## src/rtl/rev_counter_pkg.sv

```systemverilog
// Shared direction/mode encodings and load clamping for the reversible counter family.
package rev_counter_pkg;

  typedef enum logic {DIR_DN = 1'b0, DIR_UP = 1'b1} dir_e;
  typedef enum bit   {MODE_WRAP = 1'b0, MODE_SAT = 1'b1} mode_e;

  // Widened to 64 bits so MODULUS = 2**32 stays representable.
  function automatic logic [63:0] clamp_load(input logic [63:0] d, input logic [63:0] modulus);
    return (d >= modulus) ? modulus - 64'd1 : d;
  endfunction

endpackage

```

## src/rtl/rev_counter_tc.sv

```systemverilog
// Terminal-count detector: range-limit flags and the ripple carry/borrow for cascading.
module rev_counter_tc
  import rev_counter_pkg::*;
#(
  parameter int unsigned WIDTH   = 16,
  parameter logic [63:0] MODULUS = 64'd1 << WIDTH
) (
  input  logic [WIDTH-1:0] cnt,
  input  logic             s,
  input  logic             en,
  input  logic             ld,
  output logic             Rc,
  output logic             at_max,
  output logic             at_min
);

  localparam logic [WIDTH-1:0] MAX = WIDTH'(MODULUS - 64'd1);

  assign at_max = (cnt == MAX);
  assign at_min = (cnt == '0);
  assign Rc     = en & ~ld & (((s == DIR_UP) & at_max) | ((s == DIR_DN) & at_min));

endmodule

```

## src/rtl/param_rev_counter.sv

```systemverilog
// Parametrised loadable up/down counter with wrap or saturate limits and a sticky overflow flag.
module param_rev_counter
  import rev_counter_pkg::*;
#(
  parameter int unsigned WIDTH    = 16,
  parameter logic [63:0] MODULUS  = 64'd1 << WIDTH,
  parameter bit          SATURATE = 1'b0
) (
  input  logic             clk,
  input  logic             rst_n,
  input  logic             en,
  input  logic             s,
  input  logic             ld,
  input  logic [WIDTH-1:0] d,
  input  logic             clr_ovf,
  output logic [WIDTH-1:0] cnt,
  output logic             Rc,
  output logic             ovf
);

  localparam logic [WIDTH-1:0] MAX = WIDTH'(MODULUS - 64'd1);
  localparam bit               SAT = (SATURATE == MODE_SAT);

  logic             at_max;
  logic             at_min;
  logic [WIDTH-1:0] ld_val;
  logic [WIDTH-1:0] cnt_next;

  rev_counter_tc #(
    .WIDTH   (WIDTH),
    .MODULUS (MODULUS)
  ) u_tc (
    .cnt    (cnt),
    .s      (s),
    .en     (en),
    .ld     (ld),
    .Rc     (Rc),
    .at_max (at_max),
    .at_min (at_min)
  );

  assign ld_val = WIDTH'(clamp_load(64'(d), MODULUS));

  always_comb begin
    cnt_next = cnt;
    if (ld) begin
      cnt_next = ld_val;
    end else if (en) begin
      if (s == DIR_UP) begin
        if (at_max) cnt_next = SAT ? cnt : '0;
        else        cnt_next = cnt + WIDTH'(1);
      end else begin
        if (at_min) cnt_next = SAT ? cnt : MAX;
        else        cnt_next = cnt - WIDTH'(1);
      end
    end
  end

  always_ff @(posedge clk or negedge rst_n) begin
    if (!rst_n) cnt <= '0;
    else        cnt <= cnt_next;
  end

  // A limit event on the same edge as clr_ovf keeps the flag set.
  always_ff @(posedge clk or negedge rst_n) begin
    if (!rst_n)       ovf <= 1'b0;
    else if (Rc)      ovf <= 1'b1;
    else if (clr_ovf) ovf <= 1'b0;
  end

endmodule

```

## config.mk

```make
export PLATFORM = sky130hd
export DESIGN_NAME = param_rev_counter
export DESIGN_NICKNAME = d
export VERILOG_FILES = /design/src/rtl/rev_counter_pkg.sv /design/src/rtl/rev_counter_tc.sv /design/src/rtl/param_rev_counter.sv
export SDC_FILE = /design/constraint.sdc
export NUM_CORES = 1
export LEC_CHECK = 0
export CAP_MARGIN = 10
export CELL_PAD_IN_SITES_DETAIL_PLACEMENT = 0
export CELL_PAD_IN_SITES_GLOBAL_PLACEMENT = 1
export CORE_ASPECT_RATIO = 0.5
export CORE_UTILIZATION = 39
export DETAILED_ROUTE_END_ITERATION = 8
export GPL_ROUTABILITY_DRIVEN = 0
export PLACE_DENSITY_LB_ADDON = 0.1
export RECOVER_POWER = 100
export SLEW_MARGIN = 15
export SYNTH_ARGS = -nofsm -noshare
export SYNTH_HDL_FRONTEND = slang
export SYNTH_SLANG_ARGS = --single-unit
```

## constraint.sdc

```tcl
create_clock -name clk -period 5.1 [get_ports clk]
set_input_delay 1.02 -clock clk [delete_from_list [all_inputs] [get_ports clk]]
set_output_delay 1.02 -clock clk [all_outputs]
set_load 0.01 [all_outputs]
```

==> impl_metrics.csv <==
group,metric,value,unit
grt,grt_max_degree,30,
drt,ant_nets,0,
logic_synthesis,ys_async_sr_fraction,100,%
floorplanning,num_rows,16,
logic_synthesis,synthAdderAreaFrac,2.14,%
sta,finalCriticalPeriod,4.15,ns
run_status,outcome,"finished, final reports clean",
placement,dp.cells,306,
grt,grt.total_usage,23.7,%
critical_path,rr_worst_depth,6,
critical_path,r2r-end,"cnt[12]",
floorplanning,start_util,42.8,%
cts,clock_sinks,17,
sta,final_max_slew_viol_count,0,
layout,area_delta_synth_final,21.6,%
min_path,holdPathStages,1,
logic_synthesis,yosys_warnings,0,
critical_path,worstPathCellList,"nor4_1 > and2_0 > a21oi_1 > nor3_1 > dlygate4sd3_1",
min_path,holdCritStartpoint,"ovf",
cts,clkTransAtPathRegs,0.07,ns
grt,met1_usage,35.1,%
layout,stdcell_count,310,
grt,grt_pass1_vias,1767,
critical_path,start_kind,"register",
logic_synthesis,synth_compound_gate_area_share,28.0,%
layout,nNetsFinal,282,
sta,setup_viol,0,
layout,fillCellCount,415,
critical_path,worst-setup-path-type,"reg2out",
power_and_ir_drop,power.density,209,nW/µm²
floorplanning,chipHeight,49.4,µm
drt,totalWireLength,5230,µm
sta,worst_pin_slew,0.900,ns
logic_synthesis,netlist_area,1760,µm²
logic_synthesis,syn_avg_cell_area,7.53,µm²
drt,num_vias,1844,
grt,met2_usage,34.0,%
sta,fin_ws,0.951,ns
sta,max_freq,241,MHz
critical_path,cp.required,4.08,ns
critical_path,r2r_setup_slack,2.30,ns
drt,wl_per_cell,16.9,µm
drt,drcViolationCount,0,
logic_synthesis,synth_cells,233,
critical_path,crit_path_top_delay_cell,"nor4_1",
floorplanning,die_x,96.9,µm
power_and_ir_drop,leakagePower,0.804,nW
placement,hpwl,3720,µm
logic_synthesis,synthSimpleGateAreaFrac,29.8,%
sta,relSlewSlack,39.8,%
layout,diodes,0,
drt,via_per_inst,5.95,
sta,skew,0.00554,ns
layout,drive_gt1_share,5.86,%
floorplanning,coreArea,4100,µm²
cts,clock_latency,0.26,ns
critical_path,slowest_delay,0.78,ns
power_and_ir_drop,vdd_drop_max,0.0984,mV
grt,grt_busiest_layer,"met1",
cts,root_buffer,"clkbuf_8",
critical_path,regToRegStartpoint,"cnt[3]",
logic_synthesis,synth_cell_type_count,57,
logic_synthesis,synth_edf_count,0,
drt,dr.first_iter.drc_count,184,
critical_path,path_max_fanout,14,
placement,io_buffers,39,
placement,post-place-ws,1.24,ns
cts,tritoncts,"built",
sta,hold_violations,0,
sta,finalSetupTns,0,ns
logic_synthesis,synthXorXnorAreaFrac,3.49,%
grt,grtUsageMet3,6.30,%
sta,period_share,81.4,%
floorplanning,io_pins,40,
sta,grt_setup_unrepaired,"no",
min_path,min_path_type,"reg2reg",
logic_synthesis,syn_nets,258,
logic_synthesis,ys.flop_type,"dfrtp_1",
logic_synthesis,synth_mux_area_share,2.99,%
flow_run,drv_cap,0,
layout,final_common_cell,"dlygate4sd3_1",
critical_path,critPathCaptureType,"output pin",
cts,hold_buffers,0,
grt,grt_antenna_before_repair,0,
logic_synthesis,seq_area_frac_synth,24.2,%
grt,overflow,0,
cts,cts_resized,0,
min_path,whs_endpoint,"ovf",
critical_path,arrival,3.13,ns
cts,post_cts_buffers,0,
cts,htree_num_levels,1,
grt,grt_pass1_wl,9000,µm
logic_synthesis,synth-seq-cells,17,
floorplanning,dieArea,4790,µm²
logic_synthesis,synth_top_family_by_area,"simple AND/OR/NAND/NOR gates",
cts,clock_tree.buffer_depth,2,
layout,most-common-layout-cells,"dlygate4sd3_1, nand2_1, a21oi_1, o21ai_0, clkdlybuf4s50_1",
cts,cts-buffers-inserted,3,
drt,firstDrtPassIters,4,
## Yosys cell counts, types with 3 or more instances
master    count  area, µm²
nand2_1      20       75.1
o21ai_0      15       75.1
nand3_1       7       35.0
o22a_1        3       26.3
buf_2        11       55.1
a21oi_1      18       90.1
or4_1         5       37.5
o21ai_1       3       15.0
ha_1          3       37.5
inv_1        11       41.3
nand4_1       5       31.3
clkbuf_1      8       30.0
o22ai_1       5       31.3
xnor2_1       5       43.8
and2_1        3       18.8
mux2i_1       3       30.0
dfrtp_1      17        425
nor3_1       13       65.1
nor2_1       17       63.8
nor4_1        3       18.8
o31ai_1       4       30.0
nand2b_1      5       31.3
a21o_1        4       30.0
a211oi_1      4       30.0
## per-stage QoR
stage,power (mW),area [µm²],utilization [%],hold WS (ns)
floorplan,0.283,1760,-,0.521
global placement,0.346,2120,51.6,0.469
detailed placement,0.347,2120,51.6,0.482
CTS,0.460,2160,52.7,0.505
global route,0.478,2130,52.0,0.521
finish,0.447,2130,52.0,0.492
## sequential cells by signal, indices dropped and copies added (netlist names)
name,cells
cnt,16
ovf,1
## cell type report
class                           count  area [µm²]  share of cell area, %
Multi-Input combinational cell    181        1140                   53.3
Timing Repair Buffer               42         413                   19.3
Inverter                           12        45.0                   2.11
Tap cell                           54        67.6                   3.17
Sequential cell                    17         425                   19.9
Clock buffer                        4        45.0                   2.11
## how the worst max path moves through the flow
stage	from	end	slack (ns)
floorplan	cnt[1]	Rc	2.18
global route	cnt[3]	Rc	0.74
CTS	ld	Rc	1.22
global placement	ld	Rc	1.26
finish	cnt[3]	Rc	0.95
detailed placement	ld	Rc	1.24
## layer usage
metal	vias to the layer above	part of all wire, %
met5	-	0
met4	0	0.75
met3	4	8.3
met2	78	39
met1	859	52
li1	903	-
## critical path, delay by kind of cell, from the launching register on
family / cells / cell delay (ns)
DFF: 1 / 0.52
AOI/OAI and AO/OA: 1 / 0.24
and+or+nand+nor: 3 / 1.45
buffers and inverters: 1 / 0.66
## cells by family after synthesis
group	Yosys count
AND/OR/NAND/NOR	93
AO/OA/AOI/OAI	73
buffers and inverters	35
flip-flops	17
XOR/XNOR	7
multiplexers	5
adder cells (fa/ha/maj)	3
## power by group
| group | switching (mW) | internal (mW) | total, mW |
|---|---|---|---|
| Clock | 0.0555 | 0.0557 | 0.111 |
| Sequential | 0.0374 | 0.148 | 0.186 |
| Combinational | 0.0751 | 0.0745 | 0.150 |
No activity file was read; power rests on OpenSTA's default activity.
